<file path="config.mk">
export PLATFORM = sky130hd
export DESIGN_NAME = booth_fixed_multiplier
export DESIGN_NICKNAME = d
export VERILOG_FILES = /design/src/rtl/booth_fixed_multiplier.sv
export SDC_FILE = /design/constraint.sdc
export NUM_CORES = 1
export LEC_CHECK = 0
export BUFFER_PORTS_ARGS = -buffer_cell sky130_fd_sc_hd__buf_2
export CAP_MARGIN = 20
export CELL_PAD_IN_SITES_DETAIL_PLACEMENT = 2
export CELL_PAD_IN_SITES_GLOBAL_PLACEMENT = 2
export CORE_MARGIN = 5
export CORE_UTILIZATION = 39
export CTS_BUF_LIST = sky130_fd_sc_hd__clkbuf_4 sky130_fd_sc_hd__clkbuf_8
export CTS_CLUSTER_SIZE = 25
export DETAILED_ROUTE_END_ITERATION = 12
export GPL_TIMING_DRIVEN = 0
export PLACE_DENSITY = 0.84
export SLEW_MARGIN = 20
export SYNTH_ARGS = -nofsm -noshare
export SYNTH_HDL_FRONTEND = slang
export SYNTH_SLANG_ARGS = --single-unit
</file>
<file path="constraint.sdc">
create_clock -name clk -period 9.38 [get_ports clk]
set_input_delay 0.938 -clock clk [delete_from_list [all_inputs] [get_ports clk]]
set_output_delay 0.938 -clock clk [all_outputs]
set_load 0.02 [all_outputs]
</file>
<file path="src/rtl/booth_fixed_multiplier.sv">
`default_nettype none
// ============================================================================
//  Module   : booth_fixed_multiplier
//  Purpose  : Sequential radix-4 Booth multiplier. It retires two multiplier
//             bits per cycle and handles signed or unsigned operands, chosen
//             per operation. It returns the full 2N-bit product and an N-bit
//             Q-format result that is rounded and saturated.
//  Ports    : clk, reset (async, active-low)
//             in_valid / in_ready   - operand handshake (M, R, is_signed)
//             out_valid / out_ready - result handshake
//             product      - full 2N-bit product
//             fixed_result - product >> FRAC, rounded and saturated
//             overflow     - fixed_result was clamped
//  Revision : 1.0 - initial release
// ============================================================================
module booth_fixed_multiplier #(
   parameter int N     = 16,
   parameter int FRAC  = 10,
   parameter int ROUND = 1
) (
   input  logic             clk,
   input  logic             reset,
   input  logic             in_valid,
   output logic             in_ready,
   input  logic [N-1:0]     M,
   input  logic [N-1:0]     R,
   input  logic             is_signed,
   output logic             out_valid,
   input  logic             out_ready,
   output logic [2*N-1:0]   product,
   output logic [N-1:0]     fixed_result,
   output logic             overflow
);

   localparam int K      = N/2 + 1;          // Booth iterations
   localparam int CW     = $clog2(K + 1);    // iteration counter width
   localparam int LW     = N + 2;            // extended operand width
   localparam int HW     = N + 4;            // upper partial product (holds +-2M plus growth)
   localparam int PW     = 2*N;              // product width
   localparam int TW     = 2*N + 1;          // product plus one guard bit
   localparam int RND_SH = (FRAC > 0) ? FRAC - 1 : 0;
   localparam logic [TW-1:0] RND = ((ROUND != 0) && (FRAC > 0)) ? (TW'(1) << RND_SH) : '0;

   typedef enum logic [1:0] {
      S_IDLE = 2'd0,
      S_CALC = 2'd1,
      S_DONE = 2'd2
   } state_t;

   state_t          state_q;
   logic [HW-1:0]   hi_q;        // upper half of the accumulator
   logic [LW-1:0]   lo_q;        // multiplier, replaced by product bits as it shifts
   logic            prev_q;      // R[2i-1] of the current triplet
   logic [LW-1:0]   mcand_q;     // extended multiplicand
   logic            signed_q;
   logic [CW-1:0]   cnt_q;
   logic [PW-1:0]   product_q;
   logic [N-1:0]    fixed_q;
   logic            ovf_q;
   logic            out_valid_q;

   // ------------------------------------------------------------------
   // One Booth iteration: add the selected multiple, then shift right by 2
   // ------------------------------------------------------------------
   logic [2:0]      triplet_d;
   logic [HW-1:0]   m1_d, m2_d, addend_d, sum_d, hi_d;
   logic [LW-1:0]   lo_d;
   logic            prev_d;
   logic [PW-1:0]   prod_d;

   always_comb begin
      triplet_d = {lo_q[1], lo_q[0], prev_q};
      m1_d      = {{2{mcand_q[LW-1]}}, mcand_q};
      m2_d      = {m1_d[HW-2:0], 1'b0};
      addend_d  = '0;
      case (triplet_d)
         3'b001, 3'b010: addend_d = m1_d;
         3'b011:         addend_d = m2_d;
         3'b100:         addend_d = -m2_d;
         3'b101, 3'b110: addend_d = -m1_d;
         default:        addend_d = '0;
      endcase
      sum_d  = hi_q + addend_d;
      hi_d   = {{2{sum_d[HW-1]}}, sum_d[HW-1:2]};
      lo_d   = {sum_d[1:0], lo_q[LW-1:2]};
      prev_d = lo_q[1];
      // The true product always fits in 2N bits, in either mode
      prod_d = {hi_d[N-3:0], lo_d};
   end

   // ------------------------------------------------------------------
   // Fixed-point stage: round, shift, saturate
   // ------------------------------------------------------------------
   logic [TW-1:0]   t_d;
   logic [TW-1:0]   sh_d;
   logic [N-1:0]    fixed_d;
   logic            ovf_d;

   always_comb begin
      // The guard bit is a sign extension (signed) or a zero extension
      // (unsigned). Adding the rounding constant therefore cannot wrap.
      t_d     = {signed_q & prod_d[PW-1], prod_d} + RND;
      sh_d    = '0;
      fixed_d = '0;
      ovf_d   = 1'b0;
      if (signed_q) begin
         sh_d = $unsigned($signed(t_d) >>> FRAC);
         // The value fits only if bits TW-1..N-1 are all copies of the sign bit
         if ((&sh_d[TW-1:N-1]) || !(|sh_d[TW-1:N-1])) begin
            fixed_d = sh_d[N-1:0];
         end else begin
            ovf_d   = 1'b1;
            fixed_d = sh_d[TW-1] ? {1'b1, {(N-1){1'b0}}} : {1'b0, {(N-1){1'b1}}};
         end
      end else begin
         sh_d = t_d >> FRAC;
         if (|sh_d[TW-1:N]) begin
            ovf_d   = 1'b1;
            fixed_d = {N{1'b1}};
         end else begin
            fixed_d = sh_d[N-1:0];
         end
      end
   end

   // ------------------------------------------------------------------
   // Control FSM and registers
   // ------------------------------------------------------------------
   always_ff @(posedge clk or negedge reset) begin
      if (!reset) begin
         state_q     <= S_IDLE;
         hi_q        <= '0;
         lo_q        <= '0;
         prev_q      <= 1'b0;
         mcand_q     <= '0;
         signed_q    <= 1'b0;
         cnt_q       <= '0;
         product_q   <= '0;
         fixed_q     <= '0;
         ovf_q       <= 1'b0;
         out_valid_q <= 1'b0;
      end else begin
         case (state_q)
            S_IDLE: begin
               if (in_valid) begin
                  mcand_q  <= {{2{M[N-1] & is_signed}}, M};
                  lo_q     <= {{2{R[N-1] & is_signed}}, R};
                  signed_q <= is_signed;
                  hi_q     <= '0;
                  prev_q   <= 1'b0;
                  cnt_q    <= '0;
                  state_q  <= S_CALC;
               end
            end
            S_CALC: begin
               hi_q   <= hi_d;
               lo_q   <= lo_d;
               prev_q <= prev_d;
               cnt_q  <= cnt_q + 1'b1;
               if (cnt_q == CW'(K - 1)) begin
                  product_q   <= prod_d;
                  fixed_q     <= fixed_d;
                  ovf_q       <= ovf_d;
                  out_valid_q <= 1'b1;
                  state_q     <= S_DONE;
               end
            end
            S_DONE: begin
               if (out_ready) begin
                  out_valid_q <= 1'b0;
                  state_q     <= S_IDLE;
               end
            end
            default: begin
               out_valid_q <= 1'b0;
               state_q     <= S_IDLE;
            end
         endcase
      end
   end

   assign in_ready     = (state_q == S_IDLE);
   assign out_valid    = out_valid_q;
   assign product      = product_q;
   assign fixed_result = fixed_q;
   assign overflow     = ovf_q;

endmodule
`default_nettype wire

</file>
# Word-level counts from Yosys, hierarchy flattened
# Index checks and enable logic that the tools add are counted.
[op_classes]
add_sub_neg = 5
muxes = 23
n_eq_ne = 12
reduce_logical = 14
bitwise = 4
[ops]
columns = ["cell", "count"]
rows = [
  ["one-hot mux 20 bit (4 select lines)", 1],
  ["two-way mux 16 bit", 4],
  ["negation 20 bit", 2],
  ["one-hot mux 20 bit (2 select lines)", 1],
  ["one-hot mux 18 bit (2 select lines)", 1],
  ["adder 33 x 10 -> 33 bit, second input constant", 1],
  ["adder 20 bit", 1],
  ["two-way mux 20 bit", 1],
  ["two-way mux 18 bit", 1],
  ["equality test 3 bit, second input constant", 3],
  ["one-hot mux 4 bit (2 select lines)", 1],
  ["AND reduction 8 bit", 1],
  ["OR reduction 8 bit", 1],
  ["OR reduction 7 bit", 1],
  ["equality test 3 x 2 -> 1 bit, second input constant", 2],
  ["two-way mux 1 bit", 6],
  ["two-way mux 2 bit", 3],
  ["!= test 2 bit, second input constant", 3],
  ["one-hot mux 2 bit (3 select lines)", 1],
  ["AND reduction 2 bit", 3],
  ["AND reduction 3 bit", 2],
  ["adder 4 x 1 -> 4 bit, second input constant", 1],
  ["equality test 4 bit, second input constant", 1],
  ["two-way mux 4 bit", 1],
  ["12 further kinds", 15],
]
[totals]
out_inout_bits = 51
register_bits = 113
in_bits = 37
elab_cells = 69

# Logic depth before layout (Yosys ltp)
[depth]
ltp_word = 11
ltp_mapped = 21
mapped_depth_nobuf = 19

# Least setup slack after synthesis
# Ideal clock, no wire load.
[synth_timing]
path_kind = "reg-to-reg"
from = "reg mcand_q[2]"
to = "reg fixed_q[5], in the netlist fixed_result[5]"
arrival_ns = 4.954
path_buffers = 3
t_required_ns = 9.254
period_less_slack_ns = 5.080
path_slack_ns = 4.300
path_stages_with_launch = 20
setup_time_ns = 0.126
path_cell_list = "dfrtp_1 > clkbuf_1 > or3_1 > or4_1 > nor2_1 > xnor2_1 > a221o_1 > ha_1 > buf_6 > a21oi_1 > nand4b_1 > or2_1 > a311o_1 > or4b_4 > nor4b_4 > nand4_1 > a221oi_2 > a21oi_2 > buf_6 > a221o_1"
[synth_between]
elab_chain_len = 10
word_cells_on_any_way = 15
cone_classes = "4 x add/sub; 5 x mux; 1 x bitwise; 5 x reduce/logical"
[synth_lines]
columns = ["item", "line", "text"]
rows = [
  ["from (decl)", "54", "logic [LW-1:0] mcand_q;"],
  ["from (signal assigned)", "146", "mcand_q <= {{2{M[N-1] & is_signed}}, M};"],
  ["negation 20 bit (on tied branches)", "80, 79", ""],
  ["one-hot mux 20 bit (4 select lines) *", "76", "case (triplet_d)"],
  ["adder 20 bit *", "83", "sum_d = hi_q + addend_d;"],
  ["AND 1 bit", "102", "t_d = {signed_q & prod_d[PW-1], prod_d} + RND;"],
  ["adder 33 x 10 -> 33 bit *", "102", ""],
  ["OR reduction 8 bit", "109", "if ((&sh_d[TW-1:N-1]) || !(|sh_d[TW-1:N-1])) begin"],
  ["zero test 1 bit", "109", ""],
  ["logical OR 1 bit", "109", ""],
  ["two-way mux 16 bit", "109", ""],
  ["two-way mux 16 bit *", "106", "if (signed_q) begin"],
  ["to (signal assigned)", "162", "fixed_q <= fixed_d;"],
  ["to (decl)", "58", "logic [N-1:0] fixed_q;"],
]
# Mark *: on every way between the ends. The rest lies on a longest branch, timed or not.
# A chain may end at the register's enable or synchronous reset.

# Worst setup path after layout
[layout_timing]
from = "reg mcand_q[2]"
to = "reg fixed_q[11], in the netlist fixed_result[11]"
# The elaborated chain is that of the path after synthesis.

==> results.tsv <==
metric	value	unit
DR pass1 iterations	4	
post-synth cell types	86	
Detailed Route WL	25800	um
Site Rows	49	
GP Congestion	0.884	
crit path kind	flop to flop	
final hold viol count	0	
clk sinks	111	
Post-synth EDFFs	0	
vias post-DR	6824	
sequential-to-total area share from yosys stat	0.391	
most frequent cells in the layout	209 x nand2_1, 111 x dfrtp_1, 88 x buf_2, 57 x o21ai_0, 52 x nor2_1	
CP max FO	10	
Rel. slew slack	0.438	
Synthesized Nets	900	
Synth warnings	0	
final setup vio count	0	
Final period util	0.675	
Post-DP Area	7850	um2
Initial Utilization	0.395	
Post-Syn Area	7100	um2
hold_buf cts	0	
H-tree depth	3	
Mean Syn Cell Area	8.46	um2
commonest non-fill, non-tap cell in the layout	nand2_1	
setup_tns	0	ns
diode count	0	
Setup crit end kind	flop	
DP HPWL	20000	um
Total GRT Usage	0.253	
worst slew pin tran	0.837	ns
Num CTS Buffers	9	
RSZ-0062 raised after global routing	no	
Async S/R FF share, synth	1.00	
CTS resizes	0	
Detail Route Antenna Nets	0	
Synth top area share	0.391	
Die Y	145	um
CTS max path bufs	2	
# Post-CTS Setup Buffers	0	
Area contributors post-synth	dfrtp_1 39%, nand2_1 11%, xnor2_1 4.7%	
drt wl/cell	22.0	um
drt via density	5.82	
predominant post-synthesis flop cell	dfrtp_1	
layout cells sized above 1	0.146	
Finished Cell Area	8050	um2
Final Max Tran Viols	0	
pre-CTS setup slack	3.07	ns
Root Buffer	clkbuf_8	
I/O Pins	88	
DIE AREA	21000	um2
Hold WC Path Type	input port to async pin	
PnR worst setup slack	3.04	ns
critical path required time	9.67	ns
global-route wire length before repair	41600	um
status	finished clean	
Yosys reg bits	111	
Min Clock Period, post-route	6.34	ns
largest net degree at the start of global routing	63	
# nets final	999	
Iteration-0 DRC Markers	309	
number of global-route vias before repair	7545	
CP Data Arrival Time	6.63	ns
GRT Residual Overflow	0	
Port Buffers	87	
CTS tree	built	
CP startpoint kind	flop	
antenna violations before repair	0	
Clock Skew	0.0208	ns
Die W	145	um
dominant cell type by area after synthesis	dfrtp_1	
Fmax	158	MHz
cell count after synthesis	839	
Core ar.	18000	um2
post-layout util	0.448	
final routed DRC violation total	0	
Worst-path clk slew	0.12	ns
Clock Latency Late Sink	0.43	ns
Max Cap Viol	0	
area grow syn2layout	13.4	%
## state kept, by name, indices dropped and copies added (netlist names)
signal        count
signed_q          1
hi_q             18
product          32
state_q           2
cnt_q             4
overflow          1
prev_q            1
out_valid         1
mcand_q          17
lo_q             18
fixed_result     16
## final timing paths
path | depth (start not counted) | startpoint | endpoint | slack (ns)
min in group clk | 2 | product[5] | product[5] | 0.49
max | 19 | mcand_q[2] | fixed_result[11] | 3.04
max in group asynchronous | 2 | reset | lo_q[5] | 8.24
min reg2reg | 2 | product[5] | product[5] | 0.49
min | 1 | reset | fixed_result[13] | 0.45
max reg2reg | 19 | mcand_q[2] | fixed_result[11] | 3.04
## synthesized netlist by cell type (7+ instances only)
cell,count
or3_1,7
nand3_1,35
nor3_1,12
nand2b_1,7
o21ai_0,57
clkbuf_1,40
ha_1,23
a31oi_1,25
dfrtp_1,111
a21oi_1,20
xor2_1,25
nand2_1,209
a221o_1,17
inv_1,17
nor2_1,52
xnor2_1,38
a221oi_1,10
## logic make-up after synthesis
family / count (synthesis) / synth area share
simple gates: 371 / 0.238
compound gates: 193 / 0.192
flops: 111 / 0.391
buf+inv: 70 / 0.0464
xor+xnor: 64 / 0.0801
fa+ha+maj: 24 / 0.0434
mux: 6 / 0.00882
## layer usage
metal,vias to the layer above,wire [um],global-route usage
met4,0,535,0.0756
met1,3513,11200,0.318
met3,41,808,0.0279
li1,3144,-,-
met2,126,13200,0.455
met5,-,0,0
## critical path, cell delays in order (launching register included)
cell,delay [ns]
dfrtp_1,0.38
clkbuf_1,0.23
or3_1,0.46
nor3b_1,0.71
nand2b_1,0.21
xnor2_1,0.16
a221oi_1,0.12
a31oi_1,0.38
ha_1,0.40
a21oi_2,0.29
inv_1,0.08
a31oi_2,0.28
a2bb2oi_4,0.35
or4b_4,0.56
nor4b_4,0.29
nand4_1,0.17
a221oi_2,0.45
a21oi_2,0.19
buf_6,0.19
a221o_1,0.29
## final cells by class
class	instances	area, um2
Timing Repair Buffer	88	469
Tap cell	229	287
Multi-Input combinational cell	658	3990
Clock inverter	7	72.6
Inverter	18	67.6
Clock buffer	9	124
Buffer	52	262
Sequential cell	111	2780
Fill cell	2077	9920
## metrics by stage
step,instances,hold slack [ns]
2_1_floorplan,839,0.461
3_3_place_gp,1155,0.453
3_5_place_dp,1156,0.458
4_1_cts,1172,0.460
5_1_grt,1172,0.477
6_report,1172,0.450
Power is not shown: default switching activity piles up to over one toggle a cycle in this logic, so the estimate is an artifact.
